==> src/rtl/spi_slave_bridge_pkg.sv <==
// -----------------------------------------------------------------------------
// spi_pkg
// Shared types and constants for the SPI slave bridge: FSM state encoding,
// the command field values carried in rx_data[9:8], and the default frame
// geometry.
// -----------------------------------------------------------------------------
package spi_pkg;

  localparam int DEF_DATA_W = 8;
  localparam int FRAME_W    = DEF_DATA_W + 2;

  localparam logic [1:0] CMD_WR_ADDR = 2'b00;
  localparam logic [1:0] CMD_WR_DATA = 2'b01;
  localparam logic [1:0] CMD_RD_ADDR = 2'b10;
  localparam logic [1:0] CMD_RD_DATA = 2'b11;

  typedef enum logic [2:0] {
    IDLE      = 3'd0,
    CHK_CMD   = 3'd1,
    WRITE     = 3'd2,
    READ_ADD  = 3'd3,
    READ_DATA = 3'd4
  } spi_state_e;

endpackage

==> src/rtl/spi_slave_bridge_if.sv <==
// -----------------------------------------------------------------------------
// spi_slave_bridge_if
// Bundles the serial pins and the RAM-side frame/response signals.
//   SS_n, MOSI, MISO      : SPI pins (clk is the bit clock, kept outside)
//   rx_data, rx_valid     : received frame towards the RAM
//   tx_data, tx_valid     : read data coming back from the RAM
// Modport slave is the bridge's view; master is the view of the
// environment (SPI master pins plus RAM).
// -----------------------------------------------------------------------------
interface spi_slave_bridge_if #(
  parameter int DATA_W = spi_pkg::DEF_DATA_W
);

  logic              SS_n;
  logic              MOSI;
  logic              MISO;
  logic [DATA_W+1:0] rx_data;
  logic              rx_valid;
  logic [DATA_W-1:0] tx_data;
  logic              tx_valid;

  modport slave (
    input  SS_n,
    input  MOSI,
    output MISO,
    output rx_data,
    output rx_valid,
    input  tx_data,
    input  tx_valid
  );

  modport master (
    output SS_n,
    output MOSI,
    input  MISO,
    input  rx_data,
    input  rx_valid,
    output tx_data,
    output tx_valid
  );

endinterface

==> src/rtl/spi_slave_bridge_tx_shifter.sv <==
// -----------------------------------------------------------------------------
// spi_tx_shifter
// Parallel-to-serial stage for read data. On load the MSB appears on miso at
// once; the remaining bits follow one per cycle, then miso returns to 0 and
// done is raised until the slave select is released.
// Ports:
//   clk, rst : clock, synchronous active-high reset
//   ss_n     : slave select (high clears everything)
//   load     : capture din and start shifting
//   din      : word to send, MSB first
//   miso     : registered serial output
//   busy     : a word is being shifted out
//   done     : the whole word has been shifted out
// -----------------------------------------------------------------------------
module spi_tx_shifter #(
  parameter int DATA_W = 8
) (
  input  logic              clk,
  input  logic              rst,
  input  logic              ss_n,
  input  logic              load,
  input  logic [DATA_W-1:0] din,
  output logic              miso,
  output logic              busy,
  output logic              done
);

  localparam int CW = $clog2(DATA_W + 1);

  logic [DATA_W-1:0] shreg;
  logic [CW-1:0]     cnt;

  always_ff @(posedge clk) begin
    if (rst || ss_n) begin
      shreg <= '0;
      cnt   <= '0;
      miso  <= 1'b0;
      busy  <= 1'b0;
      done  <= 1'b0;
    end else if (load) begin
      // MSB goes out straight away; cnt counts the bits still to follow.
      miso  <= din[DATA_W-1];
      shreg <= {din[DATA_W-2:0], 1'b0};
      cnt   <= CW'(DATA_W - 1);
      busy  <= 1'b1;
      done  <= 1'b0;
    end else if (busy) begin
      if (cnt == '0) begin
        miso <= 1'b0;
        busy <= 1'b0;
        done <= 1'b1;
      end else begin
        miso  <= shreg[DATA_W-1];
        shreg <= {shreg[DATA_W-2:0], 1'b0};
        cnt   <= cnt - 1'b1;
      end
    end
  end

endmodule

==> src/rtl/spi_slave_bridge.sv <==
// -----------------------------------------------------------------------------
// spi_slave_bridge
// SPI slave front end for the single-port RAM. After SS_n falls, one command
// bit chooses write or read; a 10-bit frame is then shifted in MSB first and
// presented to the RAM with a one-cycle rx_valid. A read-address frame arms
// addr_held so the next read frame is treated as read-data; the read-data
// frame waits for the RAM's tx_valid and serialises tx_data onto MISO.
// Ports:
//   clk  : clock, also the SPI bit clock
//   rst  : synchronous active-high reset
//   bus  : spi_slave_bridge_if.slave (SS_n, MOSI, MISO, rx_data, rx_valid,
//          tx_data, tx_valid)
// -----------------------------------------------------------------------------
module spi_slave_bridge
  import spi_pkg::*;
#(
  parameter int DATA_W = 8
) (
  input logic              clk,
  input logic              rst,
  spi_slave_bridge_if.slave bus
);

  localparam int FW = DATA_W + 2;
  localparam int CW = $clog2(FW);

  spi_state_e    state;
  logic [CW-1:0] bit_cnt;
  logic          rx_done;
  logic          addr_held;
  logic          tx_load;
  logic          tx_busy;
  logic          tx_done;

  // The RAM response window opens once the read-data frame has been sent and
  // closes as soon as one word has been accepted.
  assign tx_load = (state == READ_DATA) && rx_done && !tx_busy && !tx_done &&
                   !bus.SS_n && bus.tx_valid;

  always_ff @(posedge clk) begin
    if (rst) begin
      state     <= IDLE;
      bit_cnt   <= '0;
      rx_done   <= 1'b0;
      addr_held <= 1'b0;
      bus.rx_data  <= '0;
      bus.rx_valid <= 1'b0;
    end else begin
      bus.rx_valid <= 1'b0;
      if (bus.SS_n) begin
        // Deselect aborts any partial frame; addr_held survives on purpose.
        state   <= IDLE;
        bit_cnt <= '0;
        rx_done <= 1'b0;
      end else begin
        case (state)
          IDLE: state <= CHK_CMD;
          CHK_CMD: begin
            bit_cnt <= '0;
            rx_done <= 1'b0;
            if (!bus.MOSI)      state <= WRITE;
            else if (addr_held) state <= READ_DATA;
            else                state <= READ_ADD;
          end
          WRITE, READ_ADD, READ_DATA: begin
            // Once the frame is complete MOSI is ignored until deselect.
            if (!rx_done) begin
              bus.rx_data <= {bus.rx_data[FW-2:0], bus.MOSI};
              if (bit_cnt == CW'(FW - 1)) begin
                bus.rx_valid <= 1'b1;
                rx_done      <= 1'b1;
                bit_cnt      <= '0;
                if (state == READ_ADD)  addr_held <= 1'b1;
                if (state == READ_DATA) addr_held <= 1'b0;
              end else begin
                bit_cnt <= bit_cnt + 1'b1;
              end
            end
          end
          default: state <= IDLE;
        endcase
      end
    end
  end

  spi_tx_shifter #(
    .DATA_W (DATA_W)
  ) u_tx (
    .clk  (clk),
    .rst  (rst),
    .ss_n (bus.SS_n),
    .load (tx_load),
    .din  (bus.tx_data),
    .miso (bus.MISO),
    .busy (tx_busy),
    .done (tx_done)
  );

endmodule

==> src/flat_wrapper.sv <==
// flat-port wrapper written by rule: the top's interface ports become plain ports
module spi_slave_bridge_flat import spi_pkg::*;
#(
  parameter int DATA_W = 8
)
  (clk, rst, bus_SS_n, bus_MOSI, bus_MISO, bus_rx_data, bus_rx_valid, bus_tx_data, bus_tx_valid);
  spi_slave_bridge_if #(.DATA_W(DATA_W)) bus_i ();
  input logic clk;
  input logic rst;
  input wire logic [$bits(bus_i.SS_n)-1:0] bus_SS_n;
  input wire logic [$bits(bus_i.MOSI)-1:0] bus_MOSI;
  output wire logic [$bits(bus_i.MISO)-1:0] bus_MISO;
  output wire logic [$bits(bus_i.rx_data)-1:0] bus_rx_data;
  output wire logic [$bits(bus_i.rx_valid)-1:0] bus_rx_valid;
  input wire logic [$bits(bus_i.tx_data)-1:0] bus_tx_data;
  input wire logic [$bits(bus_i.tx_valid)-1:0] bus_tx_valid;
  assign bus_i.SS_n = bus_SS_n;
  assign bus_i.MOSI = bus_MOSI;
  assign bus_MISO = bus_i.MISO;
  assign bus_rx_data = bus_i.rx_data;
  assign bus_rx_valid = bus_i.rx_valid;
  assign bus_i.tx_data = bus_tx_data;
  assign bus_i.tx_valid = bus_tx_valid;
  spi_slave_bridge #(.DATA_W(DATA_W)) u_core (.clk(clk), .rst(rst), .bus(bus_i));
endmodule
==> config.mk <==
export PLATFORM = sky130hd
export DESIGN_NAME = spi_slave_bridge_flat
export DESIGN_NICKNAME = d
export VERILOG_FILES = /design/src/rtl/spi_slave_bridge_pkg.sv /design/src/rtl/spi_slave_bridge_if.sv /design/src/rtl/spi_slave_bridge_tx_shifter.sv /design/src/rtl/spi_slave_bridge.sv /design/src/flat_wrapper.sv
export SDC_FILE = /design/constraint.sdc
export NUM_CORES = 1
export LEC_CHECK = 0
export CORE_MARGIN = 2
export CORE_UTILIZATION = 56
export CTS_CLUSTER_SIZE = 25
export DETAILED_ROUTE_END_ITERATION = 10
export GPL_TIMING_DRIVEN = 1
export MAX_ROUTING_LAYER = met4
export PLACE_DENSITY = 0.83
export SYNTH_ARGS = -nofsm -noshare
export SYNTH_HDL_FRONTEND = slang
export SYNTH_SLANG_ARGS = --single-unit
==> constraint.sdc <==
create_clock -name clk -period 3.7 [get_ports clk]
set_clock_uncertainty 0.2 [all_clocks]
set_input_delay 0.37 -clock clk [delete_from_list [all_inputs] [get_ports clk]]
set_output_delay 0.37 -clock clk [all_outputs]
set_load 0.01 [all_outputs]
==> run metrics, run 1 <==
PostCTS Resize Cnt=0; Layout Utilization=between 70% and 80%; Die X=between 50 and 60 um; ys async rst share=0%; die span in y=roughly 56 um; number of antenna violations at the first check in global routing=0; Worst Path Required=approximately 3700 ps; power per cell area=374 mW/mm^2; Min-Delay Endpoint=u_core.u_tx.miso$_SDFFE_PP0P_; Slew Viols, Final=0; first-pass GRT wire length=~5.3 mm; routed via count=between 1000 and 1500; GRT overflow=0; Num CTS Buffers=5; crit end category=register; dpl ws=1220 ps; Top FF cell, synth=dfxtp_1; initial drt markers=47; peak supply drop=roughly 0.32 mV; Post-Synthesis Cells=around 170; sequential area share after synthesis=around 45%; WL final=slightly above 3 mm; yosys warns=0; layout cells sized above 1=~9%; Worst Max-Slew Pin Slew=between 1000 and 1500 ps; starting density of the core=about three fifths; FF-to-FF Start=u_core.state[2]$_SDFFE_PP0N_; CP bufs+invs=0; Post-CTS Setup Bufs=0; TritonCTS clock tree=done; design area=roughly 0.0018 sq mm; clock slew at reported path FFs=between 100 and 150 ps; Via density=5.83; Post-Place Cell Area=approximately 0.0017 sq mm; FF-to-FF End=u_core.u_tx.shreg[4]$_SDFFE_PP0P_; WS Path Type=reg2reg; Clock Tree Buf Depth=2; sum of negative setup slack=0 ps; Port Buffers=24; Worst Path Max Fanout=19; CP max-delay cell=nand4_1; die area=~0.0031 sq mm; Max Cap Viol=0; Clock Latency Late Sink=between 300 and 400 ps; drt drc=0; area of the core=about 0.0025 sq mm; unrepaired setup endpoints after global routing=no; final hold vios=0; Mapped Avg Cell Area=9.11 sq um; worst r2r path cells=4; IO Count=25; gr usage total=between 20% and 30%; status=completed; root buf cell=clkbuf_4; Worst path max stage delay=~600 ps; worst hold stages=2; # rows=18; Hold Path Class=reg2reg; DP Wirelength=around 2.2 mm; DR pass1 iterations=4; arrival time at the worst endpoint=about 2300 ps; final setup margin=~1400 ps; crit-path cells=nor3b_4, nand4_1, o21ai_0, a21oi_1; largest net degree at the start of global routing=20; delay-heaviest family, CP=simple AND/OR/NAND/NOR gates; post-synthesis register bit count=34; EDFF count, synth=0; Synthesized Nets=between 150 and 200; static leakage=between 0.7 and 0.8 nW; Tcrit/Tclk final=a little over three fifths; fin nets=a little over 200; Placer Congestion=0.759; CTS Hold Buffers Added=0; CP Launch Type=register; R2R setup slack=around 1400 ps; Post-DRT Antenna Nets=0; routed wire length per instance=between 10 and 15 um; Final setup viols=0; final hold slack=307 ps; vias in the first global route=~1300; number of library cell types mapped by synthesis=39; fin crit period=around 2300 ps; Layout Area Growth over Synthesis=21.2%; Worst slew margin=a little under a quarter; ANT cells=0; cell area after synthesis=roughly 0.0015 sq mm; worst hold start=u_core.u_tx.miso$_SDFFE_PP0P_; Max Freq=431 MHz; TritonCTS Sinks=34; H-Tree Depth=2
-- synthesized netlist by cell type (2+ instances only) --
cell	n	share of area, %
dfxtp_1	34	45
nor3_1	7	2.3
or4_1	3	1.5
mux2i_1	16	11
a21oi_1	14	4.7
inv_1	6	1.5
nand2b_1	2	0.83
ha_1	3	2.5
buf_2	3	1.0
nor2b_1	3	1.2
clkbuf_1	4	1.0
nor3b_1	2	1.0
o21ai_0	8	2.7
a31oi_1	6	2.5
or2_2	2	0.83
nor2_1	17	4.2
nand2_1	10	2.5
nand3_1	4	1.3
-- per-stage QoR --
step | total power (W) | cells
final | 0.000681 | 218
after global routing | 0.000701 | 218
after CTS | 0.000686 | 218
after detailed placement | 0.000413 | 210
after global placement | 0.000412 | 210
after floorplan | 0.000395 | 165
-- logic make-up after synthesis --
logic type	count (synthesis)	share of synthesized area [%]
muxes	16	10.7
xor gates and xnor gates	1	0.583
AOI/OAI and AO/OA	38	15.7
buffers and inverters	15	4.25
DFF	34	45.3
adders and majority gates	3	2.50
and+or+nand+nor	58	21.1
-- power breakdown --
part           internal, W  switching, W
sequential        0.000367    0.00000265
combinational    0.0000181     0.0000168
clock             0.000142      0.000135
-- worst reg2reg max path, cell delays in order, from the launching register on --
cell     delay, ps
dfxtp_1        500
nor3b_4        400
nand4_1        610
o21ai_0        430
a21oi_1         60
-- sequential cells by signal, summed over array words and instances, names as in the netlist --
name,flops
u_core.bus.rx_data,10
u_core.u_tx.shreg,7
u_core.bus.rx_valid,1
u_core.rx_done,1
u_core.state,3
u_core.u_tx.miso,1
u_core.u_tx.done,1
u_core.u_tx.cnt,4
u_core.u_tx.busy,1
u_core.addr_held,1
u_core.bit_cnt,4
-- worst max-delay path by stage --
stage                                     from                           endpoint  cells past startpoint
6_report          u_core.state[2]$_SDFFE_PP0N_  u_core.u_tx.shreg[4]$_SDFFE_PP0P_                      4
5_1_grt           u_core.state[2]$_SDFFE_PP0N_  u_core.u_tx.shreg[6]$_SDFFE_PP0P_                      4
4_1_cts           u_core.state[2]$_SDFFE_PP0N_  u_core.u_tx.shreg[6]$_SDFFE_PP0P_                      4
3_5_place_dp                               rst     u_core.bit_cnt[3]$_SDFFE_PP0P_                      4
3_3_place_gp                               rst     u_core.bit_cnt[3]$_SDFFE_PP0P_                      4
2_1_floorplan  u_core.u_tx.cnt[0]$_SDFFE_PP0P_  u_core.u_tx.shreg[2]$_SDFFE_PP0P_                      7
-- cell usage in the layout, fill, tap and decap left out, types with 3 or more instances in the layout --
cell / Yosys / final
mux2i_1: 16 / 16
inv_1: 6 / 6
nor2b_1: 3 / 3
clkdlybuf4s50_1: 0 / 24
nand3_1: 4 / 4
o21ai_0: 8 / 8
a21oi_1: 14 / 14
or4_1: 3 / 3
nor3_1: 7 / 7
a31oi_1: 6 / 6
clkbuf_4: 0 / 5
nor2_1: 17 / 17
nand2_1: 10 / 10
ha_1: 3 / 3
dfxtp_1: 34 / 34
-- final cells by class --
cell class / count / area, sq um
multi-input combinational: 116 / 758
fill: 190 / 678
inverter: 6 / 22.5
tap: 30 / 37.5
timing repair buffer: 24 / 240
clock buffer: 5 / 37.5
sequential: 34 / 681
clock inverter: 3 / 45.0
-- routing by layer --
| metal | vias to the layer above | track usage [%] | share of wire (%) |
|---|---|---|---|
| li1 | 635 | - | - |
| met1 | 598 | 24.9 | 45 |
| met2 | 31 | 37.2 | 48 |
| met3 | 8 | 5.12 | 4.6 |
| met4 | 0 | 11.1 | 2.0 |
| met5 | - | - | 0 |
Note: power is estimated with default switching activity, not from simulation.
==> run 2, diff against run 1 <==
CORE_UTILIZATION = 52   (was 56)
PLACE_DENSITY = 0.78   (was 0.83)
clock period = 2.3 ns   (was 3.7 ns; I/O delays follow)
==> run 2 against run 1 <==
- global-route usage fell by 0.95 points
- critical path depth rose by 2
- via count fell by 0.16%
- highest routed layer unchanged
- clock power rose by 110%
- utilization fell by 4.5 points
- cell area rose by 3.4%
- largest cell class unchanged
- wire length rose by 2.0%
==> run metrics, run 2 (same netlist as run 1, synthesis figures left out) <==
status=completed; Placer Congestion=~0.79; most frequent cells in the layout=dfxtp_1 (34), clkdlybuf4s50_1 (24), nor2_1 (17); WL final=about 3.2 mm; Layout Utilization=between 60 and 70%; routed via count=1270; DR pass1 iterations=5; Max Cap Viol=0; layout cells sized above 1=11.5%; sw frac=19.5%; DP Wirelength=around 2.2 mm; root buf cell=clkbuf_4; final hold vios=0; Tcrit/Tclk final=about nine tenths; Post-DRT Antenna Nets=0; CP Launch Type=register; sum of negative setup slack=0 ps; die span in y=just under 60 um; Via density=~5.7; Worst Path Required=2350 ps; max FFs per register=10; Max Freq=just under 500 MHz; area of the core=0.00276 sq mm; largest net degree at the start of global routing=20; # rows=19; FF-to-FF Start=u_core.u_tx.cnt[0]$_SDFFE_PP0P_; Die X=57.8 um; TritonCTS clock tree=done; logic gate share of total power=under 10%; static leakage=approximately 0.75 nW; die area=0.00334 sq mm; worst hold stages=3; Worst slew margin=65.0%; gr usage total=21.3%; Post-CTS Setup Bufs=0; Clock Power Share=a little under half; Top reg by flops=u_core.bus.rx_data; Port Buffers=24; worst r2r path cells=6; fin nets=207; Slew Viols, Final=0; arrival time at the worst endpoint=2070 ps; number of antenna violations at the first check in global routing=0; leading cell type in the layout, fill and taps excluded=dfxtp_1; Final setup viols=0; # fillers=between 200 and 250; fin crit period=slightly above 2000 ps; Pint=0.000990 W; Regs by FF count=u_core.bus.rx_data: 10 flops, u_core.u_tx.shreg: 7 flops; crit end category=register; initial drt markers=55; drt drc=0; Layout Area Growth over Synthesis=25.4%; Hold Path Class=in2reg; peak supply drop=approximately 0.54 mV; H-Tree Depth=2; worst hold start=bus_tx_data[0]; TritonCTS Sinks=34; clock slew at reported path FFs=110 ps; FF-to-FF End=u_core.u_tx.shreg[5]$_SDFFE_PP0P_; ANT cells=0; power per cell area=between 600 and 700 mW/mm^2; Min-Delay Endpoint=u_core.u_tx.shreg[1]$_SDFFE_PP0P_; R2R setup slack=between 200 and 300 ps; GRT overflow=0; IO Count=25; vias in the first global route=around 1200; routed wire length per instance=~14 um; Sequential Power Share=roughly 48%; Worst Path Max Fanout=11; Clock Latency Late Sink=approximately 350 ps; Clock Tree Buf Depth=2; Num CTS Buffers=5; Sw Pwr=0.000241 W; starting density of the core=54.5%; WS Path Type=reg2reg; Worst Max-Slew Pin Slew=525 ps; first-pass GRT wire length=roughly 5.3 mm; unrepaired setup endpoints after global routing=no
## run 2: final cells by class
type                    count  area [sq um]  share of cell area [%]
clock buffers               6          51.3                    2.72
clock inverters             2          60.1                    3.19
inverters                   6          22.5                    1.20
multi-input cells         116           761                    40.4
flip-flops and latches     34           681                    36.1
well taps                  31          38.8                    2.06
repair buffers             28           270                    14.3
## run 2: worst max-delay path: stages, from the launching register on
cell,delay (ps)
dfxtp_1,330
inv_1,90
ha_1,240
or3b_2,490
nand2_2,250
mux2i_1,250
a21oi_1,80
## run 2: metal layers
layer / GRT usage [%] / up-vias / share of wire (%)
met4: 12.0 / 0 / 2.5
met3: 5.13 / 8 / 3.6
met2: 35.2 / 26 / 49
met5: - / - / 0
li1: - / 643 / -
met1: 23.5 / 593 / 45
## run 2: worst max-delay path by stage
stage,startpoint,endpoint,cells past startpoint
2_1_floorplan,u_core.u_tx.cnt[0]$_SDFFE_PP0P_,u_core.u_tx.shreg[2]$_SDFFE_PP0P_,7
3_3_place_gp,u_core.u_tx.cnt[0]$_SDFFE_PP0P_,u_core.u_tx.shreg[2]$_SDFFE_PP0P_,6
3_5_place_dp,u_core.u_tx.cnt[0]$_SDFFE_PP0P_,u_core.u_tx.shreg[5]$_SDFFE_PP0P_,6
4_1_cts,u_core.u_tx.cnt[0]$_SDFFE_PP0P_,u_core.u_tx.shreg[5]$_SDFFE_PP0P_,6
5_1_grt,u_core.u_tx.cnt[0]$_SDFFE_PP0P_,u_core.u_tx.shreg[5]$_SDFFE_PP0P_,6
6_report,u_core.u_tx.cnt[0]$_SDFFE_PP0P_,u_core.u_tx.shreg[5]$_SDFFE_PP0P_,6
## run 2: stage by stage
step	cell area, sq um	setup WS (ps)	instances	power (W)	hold WS, ps
5_1_grt	1880	154	223	0.00127	240
6_report	1880	274	223	0.00123	238
4_1_cts	1880	134	223	0.00124	233
3_3_place_gp	1770	256	215	0.000666	267
3_5_place_dp	1770	164	215	0.000668	269
2_1_floorplan	1500	378	165	0.000636	106
## run 2: repair_timing
item,CTS,global route
resized for setup,0,1
hold buffers,0,0
setup endpoints to repair,0,1
## run 2: power groups by stage
stage	clock network (W)	logic (W)	registers, W
3_3_place_gp	0	0.0000577	0.000608
2_1_floorplan	0	0.0000293	0.000606
3_5_place_dp	0	0.0000594	0.000608
6_report	0.000576	0.0000597	0.000595
4_1_cts	0.000585	0.0000598	0.000595
5_1_grt	0.000608	0.0000651	0.000596
==> run 3, diff against run 2 <==
clock period = 2.1 ns   (was 2.3 ns; I/O delays follow)
==> run 3 against run 2 <==
- sequential cell count is the same
- sequential share of layout area grew 0.44 points
- sequential power grew 9.6%
- hold slack lost 17 ps
- maximum frequency grew 1.5%
- largest cell class unchanged
- cell count grew 0.90%
- cell area shrank 1.2%
- clock power shrank 33%
- largest power group unchanged
==> run metrics, run 3 (same netlist as run 1, synthesis figures left out) <==
status=completed; DR pass1 iterations=4; CP bufs+invs=2; unrepaired setup endpoints after global routing=no; largest net degree at the start of global routing=20; delay-heaviest family, CP=simple AND/OR/NAND/NOR gates; PostCTS Resize Cnt=0; DP Wirelength=~2.2 mm; final hold slack=between 200 and 250 ps; CP max-delay cell=or3b_2; CTS Hold Buffers Added=0; static leakage=between 0.7 and 0.8 nW; Port Buffers=24; drt drc=0; Worst Max-Slew Pin Slew=531 ps; Slew Viols, Final=0; arrival time at the worst endpoint=just over 2000 ps; max FFs per register=10; final hold vios=0; first-pass GRT wire length=5.18 mm; routed wire length per instance=around 14 um; Hold Path Class=in2reg; TritonCTS clock tree=done; initial drt markers=between 60 and 70; Worst path max stage delay=approximately 470 ps; peak supply drop=a little under 0.5 mV; WS Path Type=reg2reg; sum of negative setup slack=0 ps; starting density of the core=between 50 and 60%; Layout Area Growth over Synthesis=23.9%; IO Count=25; die span in y=around 58 um; Via density=5.61; Placer Congestion=0.748; Die X=a little under 60 um; layout cells sized above 1=approximately an eighth; vias in the first global route=1184; ANT cells=0; Num CTS Buffers=5; Power, Total=between 0.001 and 0.0015 W; Worst Path Max Fanout=11; crit-path cells=inv_1, ha_1, or3b_2, nand2_1, buf_12, mux2i_1, a21oi_1; leading cell type in the layout, fill and taps excluded=dfxtp_1; Post-DRT Antenna Nets=0; number of antenna violations at the first check in global routing=0; routed via count=around 1300; gr usage total=20.6%; Worst slew margin=between 60% and 70%; Max Freq=around 500 MHz; Regs by FF count=u_core.bus.rx_data: 10 flops, u_core.u_tx.shreg: 7 flops; Clock Tree Buf Depth=2; fin nets=around 210; R2R setup slack=between 100 and 150 ps; die area=between 0.003 and 0.004 sq mm; # rows=19; area of the core=around 0.0028 sq mm; CP Launch Type=register; root buf cell=clkbuf_4; Final setup viols=0; Tcrit/Tclk final=95.1%; Worst Path Required=~2100 ps; TritonCTS Sinks=34; crit end category=register; Clock Latency Late Sink=340 ps; clock slew at reported path FFs=around 110 ps; H-Tree Depth=2; WL final=3.04 mm; fin crit period=~2000 ps; most frequent cells in the layout=dfxtp_1 (34), clkdlybuf4s50_1 (24), nor2_1 (17); power per cell area=around 600 mW/mm^2; Post-CTS Setup Bufs=0; Top reg by flops=u_core.bus.rx_data; # fillers=~220; Max Cap Viol=0; GRT overflow=0
-- run 3: changes by cell type in the layout (fill, tap and decap cells not counted), sizes merged --
| cell | before | now |
|---|---|---|
| bufinv | 2 | 0 |
| clkinv | 0 | 1 |
| buf | 4 | 6 |
| clkinvlp | 0 | 1 |
-- run 3: routing by layer --
metal | global-route usage [%] | part of all wire (%) | up-vias
met5 | - | 0 | -
met4 | 8.97 | 1.9 | 0
met3 | 5.58 | 5.2 | 7
met2 | 30.8 | 46 | 26
met1 | 26.2 | 46 | 576
li1 | - | - | 653
-- run 3: final cells by class --
class                   count  area, sq um  share of cell area [%]
clock buffers               6         51.3                    2.76
clock inverters             2         12.5                   0.672
inverters                   6         22.5                    1.21
multi-input cells         116          758                    40.7
flip-flops and latches     34          681                    36.6
well taps                  31         38.8                    2.08
repair buffers             30          298                    16.0
-- run 3: report_power, final --
part,internal (W),switching (W),leakage [nW]
clock,0.000161,0.000225,0.0343
combinational,0.0000345,0.0000318,0.433
sequential,0.000647,0.00000489,0.274
-- run 3: worst paths after layout --
path	start	end	depth (start not counted)
setup / recovery	u_core.u_tx.cnt[0]$_SDFFE_PP0P_	u_core.u_tx.shreg[3]$_SDFFE_PP0P_	7
hold / removal	bus_tx_data[0]	u_core.u_tx.shreg[1]$_SDFFE_PP0P_	3
setup reg to reg	u_core.u_tx.cnt[0]$_SDFFE_PP0P_	u_core.u_tx.shreg[3]$_SDFFE_PP0P_	7
hold reg to reg	u_core.u_tx.shreg[1]$_SDFFE_PP0P_	u_core.u_tx.shreg[1]$_SDFFE_PP0P_	2
-- run 3: metrics by stage --
stage               util [%]  cell area (sq um)  cells  setup slack (ps)
floorplan                  -               1500    165               178
global placement        65.2               1800    217               173
finish                  67.5               1860    225               104
detailed placement      65.2               1800    217               116
CTS                     67.5               1860    225              88.5
global route            67.5               1860    225              8.00
-- run 3: tightest hold or removal path, delay by kind of cell --
kind	cells	cell delay, ps
buffers and inverters	1	410
and+or+nand+nor	1	60
AOI/OAI and AO/OA	1	50
